<file path="config.mk">
export PLATFORM = sky130hd
export DESIGN_NAME = operand_stack_flat
export DESIGN_NICKNAME = d
export VERILOG_FILES = /design/src/rtl/operand_stack_if.sv /design/src/rtl/operand_stack.sv /design/src/flat_wrapper.sv
export SDC_FILE = /design/constraint.sdc
export NUM_CORES = 1
export LEC_CHECK = 0
export CORE_MARGIN = 2
export CORE_UTILIZATION = 45
export DETAILED_ROUTE_END_ITERATION = 12
export MAX_ROUTING_LAYER = met4
export RECOVER_POWER = 50
export SKIP_CTS_REPAIR_TIMING = 1
export SLEW_MARGIN = 30
export SYNTH_ARGS = -nofsm -noshare
export SYNTH_HDL_FRONTEND = slang
export SYNTH_SLANG_ARGS = --single-unit
</file>
<file path="constraint.sdc">
create_clock -name clk -period 5 [get_ports clk]
set_input_delay 1.25 -clock clk [delete_from_list [all_inputs] [get_ports clk]]
set_output_delay 1.25 -clock clk [all_outputs]
set_load 0.1 [all_outputs]
</file>
<file path="src/rtl/operand_stack_if.sv">
// Stack-op bus between the controller's decode, the operand stack and the A/B operand path.
// The controller drives op/push_data/alu_op/err_clr; the stack returns top-of-stack state and flags.
interface operand_stack_if #(
  parameter int WIDTH = 8,
  parameter int DEPTH = 16
);
  localparam int CW = $clog2(DEPTH + 1);

  logic [2:0]       op;
  logic [WIDTH-1:0] push_data;
  logic [1:0]       alu_op;
  logic             err_clr;
  logic [WIDTH-1:0] tos;
  logic [WIDTH-1:0] nos;
  logic             tos_zero;
  logic [CW-1:0]    count;
  logic             empty;
  logic             full;
  logic             err;

  modport master (
    output op, push_data, alu_op, err_clr,
    input  tos, nos, tos_zero, count, empty, full, err
  );

  modport slave (
    input  op, push_data, alu_op, err_clr,
    output tos, nos, tos_zero, count, empty, full, err
  );
endinterface

</file>
<file path="src/rtl/operand_stack.sv">
// Parametrised LIFO operand stack with replace/dup/swap/clear and a sticky error flag.
// Define OPERAND_STACK_ALU_EN to build the in-stack binary ALU reduce (op=110).
module operand_stack #(
  parameter int WIDTH = 8,
  parameter int DEPTH = 16
) (
  input  logic           clk,
  input  logic           rst,
  operand_stack_if.slave bus
);
  localparam int CW = $clog2(DEPTH + 1);
  localparam int AW = (DEPTH > 1) ? $clog2(DEPTH) : 1;

  localparam logic [2:0] OP_NOP     = 3'b000;
  localparam logic [2:0] OP_PUSH    = 3'b001;
  localparam logic [2:0] OP_POP     = 3'b010;
  localparam logic [2:0] OP_REPLACE = 3'b011;
  localparam logic [2:0] OP_DUP     = 3'b100;
  localparam logic [2:0] OP_SWAP    = 3'b101;
  localparam logic [2:0] OP_ALU     = 3'b110;
  localparam logic [2:0] OP_CLEAR   = 3'b111;

  logic [WIDTH-1:0] mem [DEPTH];
  logic [CW-1:0]    count_q;
  logic             err_q;

  logic [CW-1:0]    count_nxt;
  logic             legal;
  logic             wr_a_en, wr_b_en;
  logic [AW-1:0]    wr_a_idx, wr_b_idx;
  logic [WIDTH-1:0] wr_a_data, wr_b_data;

  logic [AW-1:0]    idx_new, idx_top, idx_nos;
  logic [WIDTH-1:0] top_raw, nos_raw;
  logic             has_one, has_two, is_full;

  // Index arithmetic is truncated to AW bits; each index is only used when its slot exists.
  assign idx_new = AW'(count_q);
  assign idx_top = AW'(count_q - CW'(1));
  assign idx_nos = AW'(count_q - CW'(2));
  assign top_raw = mem[idx_top];
  assign nos_raw = mem[idx_nos];
  assign has_one = (count_q != '0);
  assign has_two = (count_q >= CW'(2));
  assign is_full = (count_q == CW'(DEPTH));

`ifdef OPERAND_STACK_ALU_EN
  logic [WIDTH-1:0] alu_res;
  always_comb begin
    alu_res = '0;
    case (bus.alu_op)
      2'b00:   alu_res = nos_raw + top_raw;
      2'b01:   alu_res = nos_raw - top_raw;
      2'b10:   alu_res = nos_raw & top_raw;
      default: alu_res = nos_raw | top_raw;
    endcase
  end
`else
  logic alu_op_unused;
  assign alu_op_unused = ^bus.alu_op;
`endif

  always_comb begin
    legal     = 1'b1;
    count_nxt = count_q;
    wr_a_en   = 1'b0;
    wr_a_idx  = idx_new;
    wr_a_data = bus.push_data;
    wr_b_en   = 1'b0;
    wr_b_idx  = idx_nos;
    wr_b_data = top_raw;
    case (bus.op)
      OP_NOP: ;
      OP_PUSH: begin
        if (!is_full) begin
          wr_a_en   = 1'b1;
          count_nxt = count_q + CW'(1);
        end else begin
          legal = 1'b0;
        end
      end
      OP_POP: begin
        if (has_one) count_nxt = count_q - CW'(1);
        else         legal = 1'b0;
      end
      OP_REPLACE: begin
        if (has_one) begin
          wr_a_en  = 1'b1;
          wr_a_idx = idx_top;
        end else begin
          legal = 1'b0;
        end
      end
      OP_DUP: begin
        if (has_one && !is_full) begin
          wr_a_en   = 1'b1;
          wr_a_data = top_raw;
          count_nxt = count_q + CW'(1);
        end else begin
          legal = 1'b0;
        end
      end
      OP_SWAP: begin
        if (has_two) begin
          wr_a_en   = 1'b1;
          wr_a_idx  = idx_top;
          wr_a_data = nos_raw;
          wr_b_en   = 1'b1;
        end else begin
          legal = 1'b0;
        end
      end
      OP_ALU: begin
`ifdef OPERAND_STACK_ALU_EN
        if (has_two) begin
          wr_a_en   = 1'b1;
          wr_a_idx  = idx_nos;
          wr_a_data = alu_res;
          count_nxt = count_q - CW'(1);
        end else begin
          legal = 1'b0;
        end
`else
        legal = 1'b0;
`endif
      end
      OP_CLEAR: count_nxt = '0;
      default: ;
    endcase
  end

  // Contents are never scrubbed; count masks stale entries at the outputs.
  always_ff @(posedge clk) begin
    if (!rst) begin
      if (wr_a_en) mem[wr_a_idx] <= wr_a_data;
      if (wr_b_en) mem[wr_b_idx] <= wr_b_data;
    end
  end

  // A new illegal op takes priority over err_clr in the same cycle.
  always_ff @(posedge clk or posedge rst) begin
    if (rst) begin
      count_q <= '0;
      err_q   <= 1'b0;
    end else begin
      count_q <= count_nxt;
      if (!legal)           err_q <= 1'b1;
      else if (bus.err_clr) err_q <= 1'b0;
    end
  end

  assign bus.tos      = has_one ? top_raw : '0;
  assign bus.nos      = has_two ? nos_raw : '0;
  assign bus.tos_zero = (bus.tos == '0);
  assign bus.count    = count_q;
  assign bus.empty    = !has_one;
  assign bus.full     = is_full;
  assign bus.err      = err_q;
endmodule

</file>
<file path="src/flat_wrapper.sv">
// flat-port wrapper written by rule: the top's interface ports become plain ports
module operand_stack_flat 
#(
  parameter int WIDTH = 8,
  parameter int DEPTH = 16
)
  (clk, rst, bus_op, bus_push_data, bus_alu_op, bus_err_clr, bus_tos, bus_nos, bus_tos_zero, bus_count, bus_empty, bus_full, bus_err);
  operand_stack_if #(.WIDTH(WIDTH), .DEPTH(DEPTH)) bus_i ();
  input  logic clk;
  input  logic rst;
  input wire logic [$bits(bus_i.op)-1:0] bus_op;
  input wire logic [$bits(bus_i.push_data)-1:0] bus_push_data;
  input wire logic [$bits(bus_i.alu_op)-1:0] bus_alu_op;
  input wire logic [$bits(bus_i.err_clr)-1:0] bus_err_clr;
  output wire logic [$bits(bus_i.tos)-1:0] bus_tos;
  output wire logic [$bits(bus_i.nos)-1:0] bus_nos;
  output wire logic [$bits(bus_i.tos_zero)-1:0] bus_tos_zero;
  output wire logic [$bits(bus_i.count)-1:0] bus_count;
  output wire logic [$bits(bus_i.empty)-1:0] bus_empty;
  output wire logic [$bits(bus_i.full)-1:0] bus_full;
  output wire logic [$bits(bus_i.err)-1:0] bus_err;
  assign bus_i.op = bus_op;
  assign bus_i.push_data = bus_push_data;
  assign bus_i.alu_op = bus_alu_op;
  assign bus_i.err_clr = bus_err_clr;
  assign bus_tos = bus_i.tos;
  assign bus_nos = bus_i.nos;
  assign bus_tos_zero = bus_i.tos_zero;
  assign bus_count = bus_i.count;
  assign bus_empty = bus_i.empty;
  assign bus_full = bus_i.full;
  assign bus_err = bus_i.err;
  operand_stack #(.WIDTH(WIDTH), .DEPTH(DEPTH)) u_core (.clk(clk), .rst(rst), .bus(bus_i));
endmodule
</file>
==> results.json <==
{
  "fin_crit_sh": 0.951,
  "syn_to_final_growth_pct": 13.6,
  "tightest_slew_ns": 1.18,
  "netlist_area_mm2": 0.00913,
  "route.detailed.drc": 0,
  "worst-r2r-cell-count": 9,
  "use_met3": 0.0453,
  "yosys.cell_types.count": 59,
  "drv_cap": 0,
  "syn-num-nets": 887,
  "post-route-min-period_ns": 4.75,
  "grt_max_degree": 40,
  "chipHeight_um": 146,
  "grt_pass1_wl_um": 41000,
  "synth_edf_count": 128,
  "placed_cells": 1141,
  "endpoint": "bus_tos_zero",
  "wl_per_cell_um": 22.6,
  "syn_inst": 863,
  "place_congestion": 0.887,
  "clockBufferDepth": 2,
  "clock_sinks": 134,
  "synth_warnings": 0,
  "timing.slew.headroom": 0.219,
  "ff2ff_setup_slack_ns": 0.83,
  "slowest_delay_ns": 0.70,
  "drt_iter0_markers": 964,
  "cts_root_buffer": "clkbuf_16",
  "arrival_ns": 3.50,
  "min-delay-start": "u_core.bus.err$_DFFE_PP0P_",
  "drt_first_pass_iters": 7,
  "grt_pass1_vias": 6769,
  "avgSynthCellArea_um2": 10.6,
  "worstPathCellList": "inv_1 > ha_1 > a21boi_0 > xnor2_1 > buf_4 > mux4_2 > nor4_1 > a21o_2 > buf_12",
  "dp_hpwl_um": 19400,
  "startpoint": "u_core.bus.count[2]$_DFFE_PP0P_",
  "timing.rr.start": "u_core.bus.count[1]$_DFFE_PP0P_",
  "rows": 52,
  "gr-total-overflow": 0,
  "grt-busiest-layer": "met2",
  "die_w_um": 146,
  "antenna_found_initial": 0,
  "cts.clk_slew.worst_paths_ns": 0.06,
  "synth-async-reset-ratio": 0.0448,
  "cts_tree": "yes",
  "die_area_mm2": 0.0214,
  "seq_area_frac_synth": 0.438,
  "setup_tns_ns": 0,
  "slowest_stage": "xnor2_1",
  "reg2reg_to": "u_core.mem[5][3]$_DFFE_PP_",
  "routed_wl_um": 26500,
  "synth_ff_type": "edfxtp_1",
  "n_antenna_cell": 0,
  "use_met2": 0.401,
  "ioPinCount": 41,
  "clkLatencyLatePin_ns": 0.43,
  "ys_ff_latch": 134,
  "finalSetupViolations": 0,
  "layout-drive-gt1-share": 0.176,
  "critPathCaptureType": "output port",
  "hold_class": "flip-flop to flip-flop",
  "drv_slew": 0,
  "start_util": 0.455,
  "vias": 7207,
  "worstPathRequired_ns": 3.75,
  "coreArea_mm2": 0.0200,
  "path_delay_family": "XOR/XNOR gates",
  "critPathKind": "flip-flop to output port",
  "status": "completed",
  "placed_area_mm2": 0.00987,
  "path_buf_inv": 3,
  "finClkSkew_ns": 0.00821,
  "fmax_mhz": 210,
  "hold_ws_ns": 0.518,
  "drtAntennaViolNets": 0,
  "grt_setup_unrepaired": "false",
  "met1_usage": 0.367,
  "finalHoldViolCount": 0,
  "htree_levels": 4,
  "cts_buffers": 17,
  "routed_via_density": 6.14,
  "numPortBuffers": 38,
  "grt_usage": 0.262,
  "critical_path_depth": 9,
  "cp_max_fo": 15,
  "finalNonFillerCells": 1173,
  "design_area_mm2": 0.0104,
  "cp-start-kind": "flip-flop",
  "nets": 914
}
## cells by family (layout without fill, tap and decap cells)
family	after synthesis	in the layout	synth area share
mux	82	82	0.209
xor+xnor	5	5	0.00768
compound gates	195	195	0.121
flops	134	134	0.438
fa+ha+maj	8	8	0.0110
buf+inv	75	115	0.0463
simple gates	364	364	0.167
## worst min-delay path by stage
stage | end | slack (ns) | cells past startpoint
final | u_core.bus.err$_DFFE_PP0P_ | 0.52 | 2
after global routing | u_core.bus.err$_DFFE_PP0P_ | 0.62 | 2
after CTS | u_core.bus.err$_DFFE_PP0P_ | 0.53 | 2
after detailed placement | u_core.bus.err$_DFFE_PP0P_ | 0.52 | 2
after global placement | u_core.bus.err$_DFFE_PP0P_ | 0.52 | 2
after floorplan | u_core.bus.err$_DFFE_PP0P_ | 0.96 | 2
## routing by layer
layer | share of wire | up-vias
li1 | - | 3264
met1 | 0.42 | 3569
met2 | 0.48 | 337
met3 | 0.084 | 37
met4 | 0.017 | 0
met5 | 0 | -
## sequential cells by signal (all words and copies together), names as in the netlist
name              flops
u_core.mem          128
u_core.bus.count      5
u_core.bus.err        1
## stage by stage
stage          setup WS (ns)   util
4_1_cts                0.211  0.521
6_report               0.247  0.517
5_1_grt              0.00854  0.517
2_1_floorplan          0.171      -
3_3_place_gp           0.668  0.492
3_5_place_dp           0.625  0.492
## area by class of cell
type	instances	area, µm²
inverter	8	30.0
timing repair buffer	75	704
clock inverter	13	133
multi-input combinational	654	4730
clock buffer	19	433
tap	270	338
fill	1825	9670
sequential	134	4000
## cells in the mapped netlist, types with 3 or more instances
cell | instances | area (µm²)
a21oi_1 | 7 | 35.0
nor2_1 | 246 | 923
nor2b_1 | 10 | 62.6
dfrtp_1 | 6 | 150
clkbuf_1 | 18 | 67.6
o21ai_2 | 4 | 35.0
nor3b_1 | 3 | 22.5
nand2_1 | 50 | 188
mux4_1 | 22 | 578
a22o_4 | 3 | 52.6
ha_1 | 8 | 100
nor3_1 | 6 | 30.0
nand4_1 | 8 | 50.1
buf_4 | 11 | 82.6
a21o_1 | 3 | 22.5
and3_1 | 3 | 18.8
o21ai_0 | 33 | 165
buf_2 | 26 | 130
nand2b_1 | 9 | 56.3
edfxtp_1 | 128 | 3840
inv_1 | 8 | 30.0
buf_6 | 6 | 67.6
o21ai_1 | 124 | 621
nand3_1 | 10 | 50.1
mux4_2 | 58 | 1310
a31o_2 | 4 | 35.0
and2_1 | 9 | 56.3
## layout by cell type (no fill, tap or decap), drive strengths merged, types with 3 or more instances in the layout
cell type	instances
clkinv	9
nand2	51
nand4	8
ha	8
a31o	4
mux4	80
a21o	3
dfrtp	6
o21ai	161
inv	9
buf	46
nand3	10
and2	9
clkdlybuf4s50	11
nor3b	3
nor2b	10
dlygate4sd3	7
nor2	248
a21oi	7
nor3	6
clkbuf	30
edfxtp	128
nand2b	9
a22o	5
and3	3
xor2	3
## worst min-delay path: stages, from the launching register on
cell,delay [ns]
dfrtp_1,0.37
inv_1,0.05
o21ai_0,0.06
Power is not shown: default switching activity piles up to over one toggle a cycle in this logic, so the estimate is an artifact.
